$ cat config.mk
export PLATFORM = sky130hd
export DESIGN_NAME = click_decoder
export DESIGN_NICKNAME = d
export VERILOG_FILES = /design/src/rtl/click_pkg.sv /design/src/rtl/click_decoder_edge_detect.sv /design/src/rtl/click_decoder.sv
export SDC_FILE = /design/constraint.sdc
export NUM_CORES = 1
export LEC_CHECK = 0
export ABC_CLOCK_PERIOD_IN_PS = 3000
export BUFFER_PORTS_ARGS = -buffer_cell sky130_fd_sc_hd__buf_2
export CAP_MARGIN = 15
export CORE_UTILIZATION = 50
export CTS_CLUSTER_SIZE = 16
export DETAILED_ROUTE_END_ITERATION = 6
export PLACE_DENSITY = 0.71
export REMOVE_ABC_BUFFERS = 1
export SETUP_SLACK_MARGIN = 0.1
export SLEW_MARGIN = 20
export SYNTH_ARGS = -nofsm -noshare
export SYNTH_HDL_FRONTEND = slang
export SYNTH_SLANG_ARGS = --single-unit
$ cat constraint.sdc
create_clock -name clk -period 3 [get_ports clk]
set_input_delay 0.6 -clock clk [delete_from_list [all_inputs] [get_ports clk]]
set_output_delay 0.6 -clock clk [all_outputs]
set_load 0.02 [all_outputs]
$ cat src/rtl/click_pkg.sv
// Shared types and constants for the click decoder.
package click_pkg;

  localparam int CNT_W = 18;

  typedef enum logic [2:0] {
    IDLE   = 3'd0,
    PRESS1 = 3'd1,
    GAP    = 3'd2,
    PRESS2 = 3'd3,
    LONG   = 3'd4
  } state_t;

endpackage

$ cat src/rtl/click_decoder_edge_detect.sv
// Registered level with combinational rise/fall strobes.
// The level register resets high, so a button already held when reset
// releases does not look like a fresh press.
module edge_detect (
  input  logic clk,
  input  logic rst,
  input  logic level,
  output logic rise,
  output logic fall
);

  logic level_q;

  // Track the previous level every cycle.
  always_ff @(posedge clk or posedge rst) begin
    if (rst) level_q <= 1'b1;
    else     level_q <= level;
  end

  assign rise = level & ~level_q;
  assign fall = ~level & level_q;

endmodule

$ cat src/rtl/click_decoder.sv
// Button gesture decoder: single click, double click and long press.
//
// state  | meaning
// IDLE   | waiting for a press
// PRESS1 | first press held, timing toward a long press
// GAP    | released after a short press, waiting for a second press
// PRESS2 | second press held, a double click on release
// LONG   | long press reported, waiting for the release
module click_decoder
  import click_pkg::*;
#(
  parameter int LONG_CYCLES = 1000,
  parameter int GAP_CYCLES  = 500
) (
  input  logic clk,
  input  logic rst,
  input  logic en,
  input  logic btn_level,
  output logic single_click,
  output logic double_click,
  output logic long_press,
  output logic busy
);

  localparam logic [CNT_W-1:0] LONG_LAST = CNT_W'(LONG_CYCLES - 1);
  localparam logic [CNT_W-1:0] GAP_LAST  = CNT_W'(GAP_CYCLES - 1);

  state_t           state;
  logic [CNT_W-1:0] cnt;
  logic             rise;
  logic             fall;

  edge_detect u_edge (
    .clk   (clk),
    .rst   (rst),
    .level (btn_level),
    .rise  (rise),
    .fall  (fall)
  );

  // Gesture FSM with registered pulses and busy flag; the counter is
  // cleared on every state change so it never exceeds the active limit.
  always_ff @(posedge clk or posedge rst) begin
    if (rst) begin
      state        <= IDLE;
      cnt          <= '0;
      single_click <= 1'b0;
      double_click <= 1'b0;
      long_press   <= 1'b0;
      busy         <= 1'b0;
    end else begin
      single_click <= 1'b0;
      double_click <= 1'b0;
      long_press   <= 1'b0;
      if (!en) begin
        state <= IDLE;
        cnt   <= '0;
        busy  <= 1'b0;
      end else begin
        case (state)
          IDLE: begin
            cnt <= '0;
            if (rise) begin
              state <= PRESS1;
              busy  <= 1'b1;
            end
          end
          PRESS1: begin
            if (fall) begin
              state <= GAP;
              cnt   <= '0;
            end else if (cnt == LONG_LAST) begin
              state      <= LONG;
              cnt        <= '0;
              long_press <= 1'b1;
            end else begin
              cnt <= cnt + 1'b1;
            end
          end
          GAP: begin
            if (rise) begin
              state <= PRESS2;
              cnt   <= '0;
            end else if (cnt == GAP_LAST) begin
              state        <= IDLE;
              cnt          <= '0;
              single_click <= 1'b1;
              busy         <= 1'b0;
            end else begin
              cnt <= cnt + 1'b1;
            end
          end
          PRESS2: begin
            cnt <= '0;
            if (fall) begin
              state        <= IDLE;
              double_click <= 1'b1;
              busy         <= 1'b0;
            end
          end
          LONG: begin
            cnt <= '0;
            if (fall) begin
              state <= IDLE;
              busy  <= 1'b0;
            end
          end
          default: begin
            state <= IDLE;
            cnt   <= '0;
            busy  <= 1'b0;
          end
        endcase
      end
    end
  end

endmodule
==> metrics.md, run 1 <==
| Metric | Value |
|---|---|
| Port Buffer Count | 7 |
| Antenna-violating nets left | 0 |
| Core area | 2480 sq um |
| Htree depth | 1 |
| Warnings, synthesis | 0 |
| Final nets | between 100 and 150 |
| Final core occ | around 56% |
| DRC Markers | 0 |
| Area growth, synth to finish | 6.29% |
| Final period util | 76.9% |
| Row count | 18 |
| Grt total ovfl | 0 |
| Top cells by area, synth | dfrtp_1 (48%), xor2_1 (8.7%), nor2_1 (6.3%) |
| 1st-pass router iterations | 4 |
| Worst VDD drop | 0.289 mV |
| Post-CTS Hold Buffers | 0 |
| Minimum clock period | about 2.3 ns |
| PnR worst setup slack | 0.694 ns |
| CP required | roughly 3.2 ns |
| Clock latency on the worst-skew pair | 0.32 ns |
| Clock slew at the register clock pins of the worst setup and hold paths | 0.14 ns |
| Status | finished clean |
| CTS tree | built |
| Clock skew | 0.00814 ns |
| Worst setup SP type | flip-flop |
| Die Footprint | roughly 2800 sq um |
| Routed len/inst | 13.6 um |
| Power per cell area | around 500 nW/um^2 |
| Post-synth cell types | 31 |
| CP Class | flip-flop to flip-flop |
| CTS resizes | 0 |
| Vias in the first global route | 891 |
| Die Ht | 53.3 um |
| Cell area after layout | approximately 1400 sq um |
| First-pass GRT wire length | around 3.9 mm |
| Setup crit end kind | flip-flop |
| Dpl ws | 0.714 ns |
| Vias per cell | 5.67 |
| Critical Path AT | 2.50 ns |
| Synth area leader | dfrtp_1 |
| Endpoints failing setup | 0 |
| CTS max path bufs | 2 |
| RePlAce Congestion | 0.787 |
| Io pins | 8 |
| FILL cells | roughly 230 |
| Synth top area share | 47.6% |
| RSZ-0062 raised after global routing | false |
| Post-DP HPWL | 1.70 mm |
| Sequential area share after synthesis | 49.6% |
| Gr usage total | 19.5% |
| Final Max Tran Viols | 0 |
| Total of max-cap violations | 0 |
| Fmax | ~0.43 GHz |
| Fraction of layout cells with a size suffix above 1 | around 11% |
| Clock sinks | 26 |
| Via count | slightly below 1000 |
| Hold slack | just over 0.4 ns |
| 1st-iter DRT viols | 7 |
| Post-synth top flop | dfrtp_1 |
| Post-synth EDFFs | 0 |
| Largest net degree at the start of global routing | 27 |
| Min-Delay Path Class | primary input to flip-flop |
| CTS Buf Count | 3 |
| Post-synthesis cell area | 1310 sq um |
| Routed WL | 2.32 mm |
| Initial antenna violation count | 0 |
| Syn_area_per_cell | 9.80 sq um |
| Lkg Pwr | 0.616 nW |
| Rel. slew slack | 37.4% |
| Post-Syn Instances | 134 |
| Diode count | 0 |
| Hold Fails Final Rpt | 0 |
| Root Buffer | clkbuf_4 |
| Setup TNS | 0 ns |
| Post-CTS Setup Inserts | 0 |
| CP max FO | 19 |
| Placed cell area | 1360 sq um |
| Post-synthesis register bit count | 26 |
| Die width | approximately 53 um |
| FFs w/ async S/R, synth | 100% |
| Initial Utilization | 53.0% |
| Worst-Margin Slew | 0.937 ns |
-- cells in the mapped netlist, types with 2 or more instances --
library cell and number:
and3_1 4, o211ai_1 3, nor2_1 22, nor2b_1 7, dfrtp_1 25, nand3_1 9
nand2_1 7, xor2_1 13, inv_1 3, nand2b_1 4, o21ai_0 2, nand4_1 3
nor3_1 7, clkbuf_1 4, xnor2_1 3, and4_1 3
-- flip-flops by register name, summed over array words and instances (netlist names) --
name	flops
state	3
single_click	1
u_edge.level_q	1
long_press	1
cnt	18
double_click	1
busy	1
-- stage by stage --
step | total power [mW] | std cells
final | 0.712 | 170
after global placement | 0.539 | 166
after detailed placement | 0.545 | 166
after CTS | 0.719 | 170
after global routing | 0.750 | 170
after floorplan | 0.505 | 129
-- routing by layer --
layer	vias up	global-route usage (%)	share of wire, %
met4	0	6.58	1.3
met2	14	33.5	51
li1	475	-	-
met5	-	0	0
met1	471	24.2	45
met3	4	3.45	2.6
-- worst max-delay path: stages (launching register included) --
cell and delay, ns:
dfrtp_1 0.43, ha_1 0.24, and4bb_2 0.24, nand3_1 0.11, or4_4 0.58, a21boi_4 0.45, a31oi_1 0.13
-- cell usage in the layout (no fill, tap or decap), drive strengths merged --
cell type,synthesis,final
nand2b,4,4
dfstp,1,1
nand2,7,7
a31oi,1,1
buf,1,7
xnor2,3,3
o21bai,1,1
xor2,13,13
nor4,1,1
nor2b,7,7
nand4,3,3
o21ai,2,2
a21oi,1,1
a211oi,1,1
inv,3,3
clkbuf,4,4
a22oi,1,1
or4,1,1
nand3b,1,1
o211ai,3,3
and3,4,4
nor3,7,7
nor2,22,22
mux2i,1,1
a21boi,1,1
dfrtp,25,25
nand3,9,9
and4bb,1,1
ha,1,1
and4,3,3
mux2,1,1
-- report_power, final --
group / switching, mW / internal, mW / total (mW)
sequential: 0.0328 / 0.372 / 0.405
clock: 0.100 / 0.0742 / 0.175
combinational: 0.0806 / 0.0525 / 0.133
total: 0.214 / 0.498 / 0.712
-- kinds of logic after synthesis --
logic type / after synthesis / share of synthesized area [%]
flip-flops: 26 / 49.6
XOR/XNOR: 16 / 10.7
multiplexers: 2 / 1.62
AND/OR/NAND/NOR: 70 / 27.8
AO/OA/AOI/OAI: 11 / 6.48
adder cells (fa/ha/maj): 1 / 0.952
buffers and inverters: 8 / 2.86
-- path summary, 6_finish.rpt --
check	start	endpoint	slack, ns	cells past startpoint
max in group asynchronous	rst	cnt[7]	1.97	2
min in group asynchronous	rst	state[2]	0.46	2
hold reg to reg	cnt[0]	cnt[0]	0.52	1
setup / recovery	cnt[0]	state[2]	0.69	6
hold / removal	btn_level	u_edge.level_q	0.41	1
setup reg to reg	cnt[0]	state[2]	0.69	6
-- final cells by class --
type	count	area, sq um	area share [%]
flip-flops and latches	26	652	46.7
multi-input cells	100	624	44.7
well taps	30	37.5	2.69
clock buffers	4	36.3	2.60
repair buffers	7	35.0	2.51
inverters	3	11.3	0.806
No activity file was read; power rests on OpenSTA's default activity.
==> inputs of run 2 (changes only) <==
Settings changed: ABC_CLOCK_PERIOD_IN_PS 3000 to 2300.
Clock period 3 ns to 2.3 ns, I/O delays scaled along.
==> run 2 against run 1 <==
  * Sequential power increased by 31%
  * Die area unchanged
  * Final area increased by 2.6%
  * Clock skew increased by 0.0047 ns
  * Fmax increased by 10%
  * Critical endpoint unchanged
  * Largest power group unchanged
  * Highest routed layer unchanged
==> metrics.md, run 2 (synthesized netlist as in run 1, its figures left out) <==
| Metric | Value |
|---|---|
| Status | finished clean |
| Worst VDD drop | 0.513 mV |
| Post-CTS Hold Buffers | 0 |
| Endpoints failing setup | 0 |
| CP max FO | 9 |
| CP required | 2.52 ns |
| Worst-Margin Slew | 0.497 ns |
| RSZ-0062 raised after global routing | false |
| 1st-iter DRT viols | 16 |
| Setup crit end kind | flip-flop |
| Root Buffer | clkbuf_4 |
| Row count | 18 |
| Dpl ws | 0.194 ns |
| Most common cell after layout, fill and taps aside | dfrtp_1 |
| First-pass GRT wire length | 4.31 mm |
| Die Ht | 53.3 um |
| Minimum clock period | 2.09 ns |
| Via count | 967 |
| Critical Path AT | between 2 and 2.5 ns |
| Routed len/inst | 14.1 um |
| Htree depth | 1 |
| PnR worst setup slack | 0.212 ns |
| Total power draw | 927 uW |
| CTS tree | built |
| Final core occ | between 50 and 60% |
| Die Footprint | 2840 sq um |
| Antenna-violating nets left | 0 |
| Commonest non-fill, non-tap cells in the layout | dfrtp_1 (25), nor2_1 (22), xor2_1 (13), nand3_1 (9) |
| Clock sinks | 26 |
| Vias per cell | between 5 and 6 |
| Clock slew at the register clock pins of the worst setup and hold paths | 0.14 ns |
| Lkg Pwr | between 0.6 and 0.7 nW |
| Gr usage total | 21.4% |
| Io pins | 8 |
| Initial antenna violation count | 0 |
| Final Max Tran Viols | 0 |
| Clock skew | 0.0129 ns |
| Initial Utilization | 53.0% |
| Largest net degree at the start of global routing | 15 |
| Area growth, synth to finish | 9.05% |
| 1st-pass router iterations | 4 |
| Reg2Reg Depth | 7 |
| Fraction of layout cells with a size suffix above 1 | 15.2% |
| Setup TNS | 0 ns |
| Biggest register | cnt |
| RePlAce Congestion | 0.840 |
| Power per cell area | 647 nW/um^2 |
| Routed WL | 2.47 mm |
| Port Buffer Count | 7 |
| Vias in the first global route | 941 |
| CP Class | flip-flop to flip-flop |
| FILL cells | 219 |
| Hold slack | 0.120 ns |
| DRC Markers | 0 |
| Core area | 2480 sq um |
| Clock latency on the worst-skew pair | 0.33 ns |
| Final period util | 90.8% |
| Flip-flop count of the largest register after layout | 18 |
| CTS Buf Count | 3 |
| Diode count | 0 |
| Total of max-cap violations | 0 |
| Die width | about 53 um |
| Grt total ovfl | 0 |
| Biggest regs | cnt (18), state (3) |
| CTS max path bufs | 2 |
| Hold Fails Final Rpt | 0 |
| Final nets | 151 |
| Worst setup SP type | flip-flop |
| Min-Delay Path Class | primary input to async pin |
| Post-DP HPWL | 1.86 mm |
| Fmax | 0.479 GHz |
| Rel. slew slack | around 67% |
==> run 2: cell count changes in the layout (fill, tap and decap cells not counted), sizes merged <==
cell	change
buf	+5
==> run 2: worst paths after layout <==
check	slack [ns]	to	from
min in group clk	0.27	u_edge.level_q	btn_level
setup reg to reg	0.21	state[2]	cnt[0]
max in group asynchronous	1.53	u_edge.level_q	rst
hold / removal	0.12	cnt[16]	rst
setup / recovery	0.21	state[2]	cnt[0]
hold reg to reg	0.56	busy	busy
==> run 2: cell type report <==
cell class / instances / area, sq um / area share (%)
inverters: 3 / 11.3 / 0.786
flip-flops and latches: 26 / 652 / 45.5
multi-input cells: 100 / 633 / 44.2
well taps: 30 / 37.5 / 2.62
repair buffers: 12 / 72.6 / 5.07
clock buffers: 4 / 26.3 / 1.83
==> run 2: timing repair <==
action | in CTS | in global routing
setup buffers | 0 | 1
endpoints found under the setup margin | 0 | 14
resized for setup | 0 | 2
==> run 2: routing by layer <==
layer	vias up	global-route usage, %	part of all wire (%)
met3	2	2.59	2.6
met1	475	28.9	46
met2	11	34.0	50
li1	479	-	-
met4	0	9.65	1.3
met5	-	0	0
==> run 2: critical path, stage by stage, from the launching register on <==
cell      delay [ns]
dfrtp_1         0.43
ha_2            0.23
and4bb_2        0.22
nand3_1         0.12
or4_4           0.58
a21boi_4        0.17
buf_4           0.17
a31oi_1         0.07
==> run 2: power by group <==
| group | switching, mW | internal (mW) | total (mW) |
|---|---|---|---|
| sequential | 0.0441 | 0.485 | 0.529 |
| combinational | 0.108 | 0.0869 | 0.195 |
| clock | 0.135 | 0.0680 | 0.203 |
==> run 2: metrics by stage <==
step,cell area (sq um),std cells
2_1_floorplan,1290,129
3_3_place_gp,1390,170
3_5_place_dp,1390,170
4_1_cts,1420,174
5_1_grt,1430,175
6_report,1430,175
==> inputs of run 3 (changes only) <==
Settings changed: REMOVE_ABC_BUFFERS 1 to unset.
==> run 3 against run 2 <==
  * Critical endpoint is now cnt[11]
  * Final area rose by 1.7%
  * Worst hold slack improved by 0.0035 ns
  * Largest cell class unchanged
  * Global-route usage fell by 2.4 points
  * Total power rose by 12%
  * Die area did not move
  * Critical path type unchanged
  * Clock skew fell by 0.010 ns
  * Clock-buffer cell count fell by 1
  * Routed wire length fell by 4.7%
  * Clock power rose by 53%
  * Flip-flop and latch count did not move
==> metrics.md, run 3 (synthesized netlist as in run 1, its figures left out) <==
| Metric | Value |
|---|---|
| Status | finished clean |
| Total power draw | 1.04 mW |
| First-pass GRT wire length | ~3.8 mm |
| Biggest register | cnt |
| Grt total ovfl | 0 |
| Die Footprint | 2840 sq um |
| Htree depth | 1 |
| Root Buffer | clkbuf_4 |
| Total of max-cap violations | 0 |
| Max incr delay on CP | ~0.48 ns |
| Clock slew at the register clock pins of the worst setup and hold paths | 0.14 ns |
| Commonest non-fill, non-tap cells in the layout | dfrtp_1 (25), nor2_1 (22), xor2_1 (13), nand3_1 (9) |
| CP cell instances | ha_2 > and4bb_2 > nand3_1 > or4_4 > a21boi_4 > buf_12 > nor2_1 |
| Final period util | between 80 and 90% |
| Clock sinks | 26 |
| Lkg Pwr | 0.646 nW |
| Setup crit end kind | flip-flop |
| Worst setup SP type | flip-flop |
| CTS Buf Count | 3 |
| Min-Delay Path Class | primary input to async pin |
| RePlAce Congestion | 0.765 |
| Gr usage total | 19.0% |
| Row count | 18 |
| CP max FO | 18 |
| Largest net degree at the start of global routing | 19 |
| Most common cell after layout, fill and taps aside | dfrtp_1 |
| Io pins | 8 |
| Area growth, synth to finish | 11.0% |
| DRC Markers | 0 |
| Fraction of layout cells with a size suffix above 1 | 14.6% |
| Diode count | 0 |
| Critical Path AT | approximately 2.3 ns |
| Hold Fails Final Rpt | 0 |
| Clock latency on the worst-skew pair | 0.32 ns |
| Post-DP HPWL | between 1.5 and 2 mm |
| Placed cells | about 170 |
| Cell family with most CP delay | simple AND/OR/NAND/NOR gates |
| Worst-Margin Slew | 0.474 ns |
| Initial antenna violation count | 0 |
| Post-CTS Hold Buffers | 0 |
| Routed WL | approximately 2.4 mm |
| Final Max Tran Viols | 0 |
| Minimum clock period | 2.02 ns |
| Final nets | 150 |
| Worst VDD drop | 0.513 mV |
| Setup TNS | 0 ns |
| Initial Utilization | 53.0% |
| Via count | 946 |
| CTS tree | built |
| Vias per cell | 5.44 |
| Fmax | 0.494 GHz |
| Antenna-violating nets left | 0 |
| Final Non-Filler Cells | 174 |
| Vias in the first global route | approximately 830 |
| 1st-pass router iterations | 4 |
| Routed len/inst | 13.5 um |
| CP Class | flip-flop to flip-flop |
| Rel. slew slack | roughly two thirds |
| Die Ht | 53.3 um |
| Die width | 53.3 um |
| Core area | ~2500 sq um |
| Biggest regs | cnt (18), state (3) |
| Port Buffer Count | 7 |
| Flip-flop count of the largest register after layout | 18 |
| RSZ-0062 raised after global routing | false |
| CTS max path bufs | 2 |
| 1st-iter DRT viols | 21 |
| Endpoints failing setup | 0 |
| Buf/Inv on CP | 1 |
| Clock skew | 0.00270 ns |
| Post-synth net total | 139 |
| Slowest CP cell | or4_4 |
| FILL cells | 220 |
| CP required | ~2.5 ns |
| Power per cell area | between 700 and 800 nW/um^2 |
[run 3: cell types whose count changed in the layout (fill, tap and decap cells not counted), sizes merged]
cell / previous run / this run
bufinv: 0 / 1
clkbuf: 4 / 3
buf: 12 / 11
[run 3: layer usage]
| layer | up-vias | part of all wire [%] | GRT usage (%) |
|---|---|---|---|
| met3 | 4 | 1.8 | 2.59 |
| li1 | 477 | - | - |
| met5 | - | 0 | 0 |
| met4 | 0 | 1.6 | 7.89 |
| met1 | 454 | 47 | 26.1 |
| met2 | 11 | 49 | 29.6 |
[run 3: stage by stage]
step	instance area (sq um)	hold slack [ns]	util, %	setup WS (ns)
after global placement	1400	0.480	56.3	0.253
after global routing	1460	0.150	58.8	0.149
final	1460	0.123	58.8	0.275
after detailed placement	1400	0.494	56.3	0.185
after CTS	1450	0.125	58.4	0.154
after floorplan	1310	0.463	-	0.253
[run 3: area by class of cell]
type	instances	area (sq um)	share of cell area [%]
Tap cell	30	37.5	2.58
Multi-Input combinational cell	100	627	43.0
Inverter	3	11.3	0.773
Timing Repair Buffer	11	77.6	5.32
Sequential cell	26	652	44.7
Clock inverter	1	30.0	2.06
Clock buffer	3	22.5	1.55
[run 3: path summary, 6_finish.rpt]
path / startpoint / endpoint / slack [ns] / cells after the start
setup / recovery: cnt[0] / cnt[11] / 0.28 / 7
hold / removal: rst / state[2] / 0.12 / 2
setup reg to reg: cnt[0] / cnt[11] / 0.28 / 7
hold reg to reg: busy / busy / 0.55 / 2
max in group asynchronous: rst / cnt[11] / 1.61 / 3
min in group clk: btn_level / u_edge.level_q / 0.26 / 1
[run 3: power by group]
group	switching, mW	internal [mW]
Combinational	0.107	0.0931
Sequential	0.0425	0.485
Clock	0.135	0.176
[run 3: worst reg2reg max path, stage by stage (launching register included)]
cell      delay, ns
dfrtp_1        0.44
ha_2           0.23
and4bb_2       0.22
nand3_1        0.12
or4_4          0.48
a21boi_4       0.21
buf_12         0.16
nor2_1         0.06
[run 3: repair_timing]
action | in CTS | in global routing
gates resized for setup | 0 | 1
endpoints found under the hold margin | 0 | 0
setup endpoints to repair | 0 | 18
buffers inserted | 0 | 1
